File: config.mk
export PLATFORM = sky130hd
export DESIGN_NAME = imm_encoder
export DESIGN_NICKNAME = d
export VERILOG_FILES = /design/src/rtl/imm_encoder.sv
export SDC_FILE = /design/constraint.sdc
export NUM_CORES = 1
export LEC_CHECK = 0
export ABC_AREA = 1
export CAP_MARGIN = 20
export CORE_MARGIN = 1.5
export CORE_UTILIZATION = 51
export CTS_CLUSTER_DIAMETER = 150
export DETAILED_ROUTE_END_ITERATION = 8
export PLACE_DENSITY = 0.83
export SETUP_SLACK_MARGIN = 0.2
export SYNTH_ARGS = -nofsm -noshare
export SYNTH_HDL_FRONTEND = slang
export SYNTH_SLANG_ARGS = --single-unit
File: constraint.sdc
create_clock -name i_clk -period 3.8 [get_ports i_clk]
set_clock_uncertainty 0.2 [all_clocks]
set_input_delay 0.57 -clock i_clk [delete_from_list [all_inputs] [get_ports i_clk]]
set_output_delay 0.57 -clock i_clk [all_outputs]
set_load 0.05 [all_outputs]
File: src/rtl/imm_encoder.sv
// RV32I immediate packer: inverse of the immediate extractor, 2-stage valid/ready pipeline.
// Optional saturating range-error counter enabled by defining IMM_ENC_ERR_CNT_EN.
package imm_enc_pkg;
  typedef enum logic [2:0] {
    IMM_I = 3'd0,
    IMM_S = 3'd1,
    IMM_B = 3'd2,
    IMM_U = 3'd3,
    IMM_J = 3'd4
  } imm_src_t;
endpackage

module imm_encoder
  import imm_enc_pkg::*;
#(
  parameter int ERR_CNT_W = 16
) (
  input  logic                 i_clk,
  input  logic                 i_rst,
  input  logic                 i_valid,
  output logic                 o_ready,
  input  imm_src_t             i_imm_src,
  input  logic [31:0]          i_imm,
  input  logic [31:0]          i_base,
  output logic                 o_valid,
  input  logic                 i_ready,
  output logic [31:0]          o_instr,
  output logic                 o_range_err,
  output logic [ERR_CNT_W-1:0] o_err_cnt
);

  // True when v sign-extends from its low n bits.
  function automatic logic fits_signed(input logic [31:0] v, input int unsigned n);
    logic [31:0] hi;
    hi = 32'($signed(v) >>> (n - 1));
    return (hi == 32'h0) || (hi == 32'hFFFF_FFFF);
  endfunction

  logic        s1_valid_q, s1_valid_d;
  imm_src_t    s1_src_q, s1_src_d;
  logic [20:0] s1_imm_q, s1_imm_d;
  logic [31:0] s1_base_q, s1_base_d;
  logic        s1_err_q, s1_err_d;

  logic        s2_valid_q, s2_valid_d;
  logic [31:0] s2_instr_q, s2_instr_d;
  logic        s2_err_q, s2_err_d;

  logic        s1_adv, s2_adv, accept, in_err;
  logic [31:0] pack_w;

  always_comb begin
    s2_adv = !s2_valid_q || i_ready;
    s1_adv = !s1_valid_q || s2_adv;
  end

  assign o_ready = s1_adv;
  assign accept  = i_valid && s1_adv;

  always_comb begin
    in_err = 1'b1;
    case (i_imm_src)
      IMM_I, IMM_S: in_err = !fits_signed(i_imm, 12);
      IMM_B:        in_err = !fits_signed(i_imm, 13) || i_imm[0];
      IMM_U:        in_err = !fits_signed(i_imm, 20);
      IMM_J:        in_err = !fits_signed(i_imm, 21) || i_imm[0];
      default:      in_err = 1'b1;
    endcase
  end

  // Unknown formats fall through with the base word untouched.
  always_comb begin
    pack_w = s1_base_q;
    case (s1_src_q)
      IMM_I: pack_w[31:20] = s1_imm_q[11:0];
      IMM_S: begin
        pack_w[31:25] = s1_imm_q[11:5];
        pack_w[11:7]  = s1_imm_q[4:0];
      end
      IMM_B: begin
        pack_w[31]    = s1_imm_q[12];
        pack_w[7]     = s1_imm_q[11];
        pack_w[30:25] = s1_imm_q[10:5];
        pack_w[11:8]  = s1_imm_q[4:1];
      end
      IMM_U: pack_w[31:12] = s1_imm_q[19:0];
      IMM_J: begin
        pack_w[31]    = s1_imm_q[20];
        pack_w[19:12] = s1_imm_q[19:12];
        pack_w[20]    = s1_imm_q[11];
        pack_w[30:21] = s1_imm_q[10:1];
      end
      default: pack_w = s1_base_q;
    endcase
  end

  always_comb begin
    s1_valid_d = s1_valid_q;
    s1_src_d   = s1_src_q;
    s1_imm_d   = s1_imm_q;
    s1_base_d  = s1_base_q;
    s1_err_d   = s1_err_q;
    if (s1_adv) begin
      s1_valid_d = i_valid;
      if (i_valid) begin
        s1_src_d  = i_imm_src;
        s1_imm_d  = i_imm[20:0];
        s1_base_d = i_base;
        s1_err_d  = in_err;
      end
    end
  end

  always_comb begin
    s2_valid_d = s2_valid_q;
    s2_instr_d = s2_instr_q;
    s2_err_d   = s2_err_q;
    if (s2_adv) begin
      s2_valid_d = s1_valid_q;
      if (s1_valid_q) begin
        s2_instr_d = pack_w;
        s2_err_d   = s1_err_q;
      end
    end
  end

  always_ff @(posedge i_clk) begin
    if (i_rst) begin
      s1_valid_q <= 1'b0;
      s1_src_q   <= IMM_I;
      s1_imm_q   <= '0;
      s1_base_q  <= '0;
      s1_err_q   <= 1'b0;
      s2_valid_q <= 1'b0;
      s2_instr_q <= '0;
      s2_err_q   <= 1'b0;
    end else begin
      s1_valid_q <= s1_valid_d;
      s1_src_q   <= s1_src_d;
      s1_imm_q   <= s1_imm_d;
      s1_base_q  <= s1_base_d;
      s1_err_q   <= s1_err_d;
      s2_valid_q <= s2_valid_d;
      s2_instr_q <= s2_instr_d;
      s2_err_q   <= s2_err_d;
    end
  end

  assign o_valid     = s2_valid_q;
  assign o_instr     = s2_instr_q;
  assign o_range_err = s2_err_q;

`ifdef IMM_ENC_ERR_CNT_EN
  logic [ERR_CNT_W-1:0] err_cnt_q, err_cnt_d;

  // Counts at acceptance so a stalled output never double-counts.
  always_comb begin
    err_cnt_d = err_cnt_q;
    if (accept && in_err && (err_cnt_q != {ERR_CNT_W{1'b1}}))
      err_cnt_d = err_cnt_q + ERR_CNT_W'(1);
  end

  always_ff @(posedge i_clk) begin
    if (i_rst) err_cnt_q <= '0;
    else       err_cnt_q <= err_cnt_d;
  end

  assign o_err_cnt = err_cnt_q;
`else
  assign o_err_cnt = '0;
`endif

endmodule

==> impl_metrics.csv, run 1 <==
group,metric,value,unit
final_layout,fin_nets,720,
cts,clockRootBuffer,"clkbuf_8",
timing,relSlewSlack,0.492,
power,irDropWorstVdd,0.210,mV
final_layout,stdcell_count,756,
final_layout,diodes,0,
final_layout,drive_above_1_share,0.0673,
worst_hold_path,worstHoldStart,"s1_base_q[13]$_SDFFE_PP0P_",
cts,cts_tree,"built",
synthesis,avgSynthCellArea,7.26,um2
timing,final.period_utilization,0.739,
global_route,grt_pass1_wl,17500,um
floorplanning,io_pins,122,
floorplanning,die_x,92.1,um
place,gp_congestion,0.876,
critical_path,cp-start-kind,"input pin",
critical_path,critical-path-top-delay-family,"buffers and inverters",
synthesis,synthCells,558,
worst_hold_path,hp-class,"reg -> reg",
timing,tns,0,ps
critical_path,cp_common_cell,"clkdlybuf4s50_1",
floorplanning,start_util,0.524,
critical_path,reg2reg_slack,1900,ps
place,dp_cells,740,
cts,cts_buffers,9,
critical_path,worstSetupPathType,"in -> out",
critical_path,arrival,2040,ps
floorplanning,coreArea,7730,um2
critical_path,r2r-end,"o_instr[14]$_SDFFE_PP0P_",
critical_path,required,3030,ps
floorplanning,rows,32,
power,pwr_density_cell,421,nW/um2
route,wl_met2,5200,um
floorplanning,dieArea,8490,um2
timing,fin_crit,2810,ps
critical_path,r2r_start,"o_valid$_SDFFE_PP0P_",
route,vias_per_cell,5.37,
critical_path,cp_slowest_cell,"clkdlybuf4s50_1",
global_route,grt_max_degree,90,
global_route,grtUsageTotal,0.259,
power,power.leakage,2.15,nW
timing,fmax,356,MHz
cts,holdBufCountCts,0,
synthesis,yosys_register_bits,92,
route,first_pass_iters,5,
global_route,antenna_found_initial,0,
worst_hold_path,holdPathStages,2,
synthesis,yosys_warnings,0,
route,routed.top_layer,"met4",
cts,cts_setup_buffers,0,
critical_path,critPathBufInv,3,
timing,finalHoldViolCount,0,
final_layout,num-fill-cells,644,
route,wire_per_inst,14.0,um
timing,setup_viol,0,
final_layout,syn_to_final_growth,30.1,%
synthesis,synth_cell_types,31,
critical_path,cp-end-kind,"output pin",
flow_run,maxCapViolations,0,
place,dp_hpwl,7450,um
cts,clock_sink_count,92,
route,drtIter0Drc,233,
route,postRouteAntennaNets,0,
timing,finalMaxSlewViolations,0,
synthesis,ys_seq_area_frac,0.455,
global_route,grt_pass1_vias,3837,
route,wl_met3,682,um
route,vias,4060,
worst_hold_path,min_to,"o_instr[13]$_SDFFE_PP0P_",
critical_path,max_stage_delay,830,ps
cts,cts_buffer_depth,2,
cts,cts.clk_slew.worst_paths,90,ps
cts,cts_max_level,3,
outcome,status,"completed",
cts,clk_latency,370,ps
cts,cts_resized,0,
critical_path,worstPathCellList,"clkdlybuf4s50_1, inv_1, nand3_1, clkdlybuf4s50_1",
critical_path,critPathMaxFanout,3,
timing,tightestPinTransition,761,ps
synthesis,synth.cell_area,4050,um2
route,wl_met1,4430,um
critical_path,reg2reg_depth,6,
route,finalWirelength,10600,um
floorplanning,die_y,92.1,um
place,port_buffers,105,
global_route,grt_overflow,0,
route,drc,0,
timing,rsz0062_at_grt,"no",
-- Yosys cell counts (all sizes together) --
master   number  area, um2
clkbuf       19       71.3
buf          24        165
o22ai         4       25.0
a21oi        46        241
nand2        72        285
conb          1       3.75
a22o          1       8.76
o2111ai       1       15.0
o21ai        99        503
nor2        129        539
a221oi        4       35.0
or2           1       6.26
a31oi        10       62.6
dfxtp        92       1840
nand4         2       12.5
nor3          1       5.00
inv          39        154
nand3        12       60.1
a41oi         1       16.3
-- registers in the layout (all words and copies together) (netlist names) --
name / cells
s1_src_q: 3
s1_imm_q: 21
o_instr: 32
o_range_err: 1
s1_base_q: 32
s1_err_q: 1
s1_valid_q: 1
o_valid: 1
-- through the flow --
stage / util / power [mW] / cell area (um2) / hold WS, ps / worst slack, ps
final: 0.682 / 2.22 / 5270 / 272 / 992
after global routing: 0.682 / 2.32 / 5270 / 289 / 942
after CTS: 0.682 / 2.22 / 5270 / 273 / 993
after detailed placement: 0.656 / 1.57 / 5070 / 259 / 994
after global placement: 0.656 / 1.56 / 5070 / 247 / 1030
after floorplan: - / 1.40 / 4110 / 242 / 1550
-- worst max-delay path by stage --
| stage | start | endpoint | slack (ps) | cells after the start |
|---|---|---|---|---|
| 6_report | i_ready | o_ready | 990 | 4 |
| 5_1_grt | i_ready | o_ready | 940 | 4 |
| 4_1_cts | i_ready | o_ready | 990 | 4 |
| 3_5_place_dp | i_ready | o_ready | 990 | 4 |
| 3_3_place_gp | i_ready | o_ready | 1030 | 4 |
| 2_1_floorplan | o_valid$_SDFFE_PP0P_ | s1_valid_q$_SDFFE_PP0N_ | 1550 | 4 |
-- worst min-delay path: stages (launching register included) --
cell and delay (ps):
dfxtp_1 320, nand2_1 60, a21oi_1 50
-- kinds of logic after synthesis --
kind of cell           share of synthesized area
AND/OR/NAND/NOR                            0.224
flip-flops                                 0.455
buffers and inverters                     0.0964
other                                   0.000926
AO/OA/AOI/OAI                              0.224
-- report_power, final --
group	internal (mW)	total, mW	switching, mW	leakage (nW)
clock	0.309	0.669	0.360	0.104
sequential	1.03	1.08	0.0470	0.762
combinational	0.174	0.472	0.297	1.29
-- area by class of cell --
type | instances | area, um2 | share of cell area
flip-flops and latches | 92 | 1840 | 0.349
clock inverters | 7 | 75.1 | 0.0142
clock buffers | 9 | 124 | 0.0235
repair buffers | 108 | 1070 | 0.204
multi-input cells | 399 | 1880 | 0.356
inverters | 39 | 154 | 0.0292
well taps | 102 | 128 | 0.0242
-- placed cells by master, fill, tap and decap left out --
cell type,instances
bufinv_16,1
o2111ai_2,1
inv_1,30
nand2_2,3
a221oi_1,4
o21ai_2,2
clkinv_2,2
a22o_1,1
buf_4,3
nand2_4,1
inv_6,2
nor2_1,124
nand3_1,12
nor2_4,3
nor2_8,2
a21oi_1,43
o21ai_0,92
o21ai_1,5
nand4_1,2
o22ai_1,4
clkinv_1,1
a41oi_2,1
a21oi_2,3
inv_2,5
inv_4,3
conb_1,16
clkinv_4,2
clkbuf_8,9
a31oi_1,10
nand2_1,68
dfxtp_1,92
nor3_1,1
or2_2,1
clkdlybuf4s50_1,105
-- routing by layer --
layer	global-route usage	vias to the layer above
li1	-	1992
met1	0.320	1873
met2	0.440	170
met3	0.0580	25
met4	0.0949	0
met5	0	-
(Power assumes the default switching activity.)
==> run 2: changes to the inputs <==
- CORE_UTILIZATION: 51 -> 42
- PLACE_DENSITY: 0.83 -> 0.73
- clock period: 3.8 -> 2.4 ns (I/O delays scaled with it)
==> impl_metrics.csv, run 2 (synthesis gave the netlist of run 1 again) <==
group,metric,value,unit
outcome,status,"completed",
global_route,grt_overflow,0,
critical_path,cp-end-kind,"output pin",
place,place_area,5210,um2
floorplanning,coreArea,9280,um2
critical_path,required,1840,ps
cts,clk_latency,360,ps
route,first_pass_iters,5,
timing,rsz0062_at_grt,"no",
cts,cts_resized,0,
critical_path,critPathBufInv,1,
timing,setup_viol,0,
final_layout,syn_to_final_growth,33.0,%
timing,fmax,475,MHz
cts,cts_buffers,9,
cts,cts_setup_buffers,0,
timing,fin_crit,2100,ps
cts,clock_sink_count,92,
cts,cts.clk_slew.worst_paths,90,ps
route,drc,0,
floorplanning,start_util,0.436,
place,port_buffers,105,
floorplanning,io_pins,122,
route,wire_per_inst,13.6,um
route,postRouteAntennaNets,0,
timing,relSlewSlack,0.661,
final_layout,fin_nets,725,
place,dp_hpwl,7910,um
cts,cts_tree,"built",
final_layout,final_common_cell,"nor2_1",
final_layout,design_area,5390,um2
floorplanning,dieArea,10200,um2
timing,tightestPinTransition,507,ps
global_route,grt_pass1_vias,3662,
cts,holdBufCountCts,0,
global_route,grtUsageTotal,0.213,
global_route,grt_max_degree,58,
floorplanning,die_y,101,um
global_route,antenna_found_initial,0,
place,gp_congestion,0.882,
critical_path,critical-path-top-delay-family,"buffers and inverters",
critical_path,worstSetupPathType,"reg -> out",
floorplanning,rows,35,
power,pwr_density_cell,637,nW/um2
critical_path,cp-start-kind,"flip-flop",
power,irDropWorstVdd,0.269,mV
global_route,grt_pass1_wl,17200,um
timing,finalMaxSlewViolations,0,
critical_path,arrival,1540,ps
timing,final.period_utilization,0.876,
critical_path,worstPathCellList,"clkdlybuf4s50_1",
critical_path,critPathMaxFanout,2,
route,drtIter0Drc,267,
final_layout,diodes,0,
final_layout,final_cell_mix,"124 x nor2_1, 104 x clkdlybuf4s50_1, 92 x o21ai_0, 92 x dfxtp_1, 68 x nand2_1",
cts,cts_max_level,3,
worst_hold_path,hp-class,"reg -> reg",
final_layout,drive_above_1_share,0.0774,
critical_path,max_stage_delay,810,ps
route,vias,3946,
critical_path,cp_slowest_cell,"clkdlybuf4s50_1",
timing,finalHoldViolCount,0,
cts,clockRootBuffer,"clkbuf_8",
timing,tns,0,ps
route,vias_per_cell,5.01,
route,finalWirelength,10700,um
power,power.leakage,2.18,nW
cts,cts_buffer_depth,2,
flow_run,maxCapViolations,0,
floorplanning,die_x,101,um
==> run 2: metal layers <==
metal  vias up  routed length (um)  global-route usage
met2       137                5250               0.363
met3         8                 616              0.0373
met1      1799                4750               0.281
li1       2002                   -                   -
met5         -                   0                   0
met4         0                  97              0.0481
==> run 2: report_power, final <==
group | internal, mW | switching, mW | total, mW
Combinational | 0.292 | 0.476 | 0.767
Sequential | 1.64 | 0.0730 | 1.71
Clock | 0.407 | 0.548 | 0.955
==> run 2: worst paths after layout <==
check	startpoint	endpoint	slack, ps	depth (start not counted)
max reg2reg	s1_src_q[1]$_SDFFE_PP0P_	o_instr[31]$_SDFFE_PP0P_	760	6
min	s1_base_q[11]$_SDFFE_PP0P_	o_instr[11]$_SDFFE_PP0P_	270	2
max	o_instr[23]$_SDFFE_PP0P_	o_instr[23]	300	1
min reg2reg	s1_base_q[11]$_SDFFE_PP0P_	o_instr[11]$_SDFFE_PP0P_	270	2
==> run 2: area by class of cell <==
| type | instances | area, um2 |
|---|---|---|
| Clock buffer | 11 | 141 |
| Clock inverter | 5 | 36.3 |
| Fill cell | 892 | 3900 |
| Inverter | 39 | 154 |
| Multi-Input combinational cell | 399 | 1880 |
| Sequential cell | 92 | 1840 |
| Tap cell | 129 | 161 |
| Timing Repair Buffer | 113 | 1170 |
==> run 2: through the flow <==
stage / worst slack [ps] / utilization / cells / hold WS [ps] / total power, mW
after floorplan: 383 / - / 573 / 222 / 2.22
after global placement: 347 / 0.561 / 772 / 248 / 2.49
after detailed placement: 304 / 0.561 / 772 / 255 / 2.51
after CTS: 299 / 0.580 / 788 / 270 / 3.43
after global routing: 256 / 0.580 / 788 / 300 / 3.59
final: 297 / 0.580 / 788 / 270 / 3.43
==> run 2: worst min-delay path, delay by kind of cell, from the launching register on <==
kind | cells | cell delay [ps]
AO/OA/AOI/OAI | 1 | 60
flip-flops | 1 | 320
AND/OR/NAND/NOR | 1 | 60
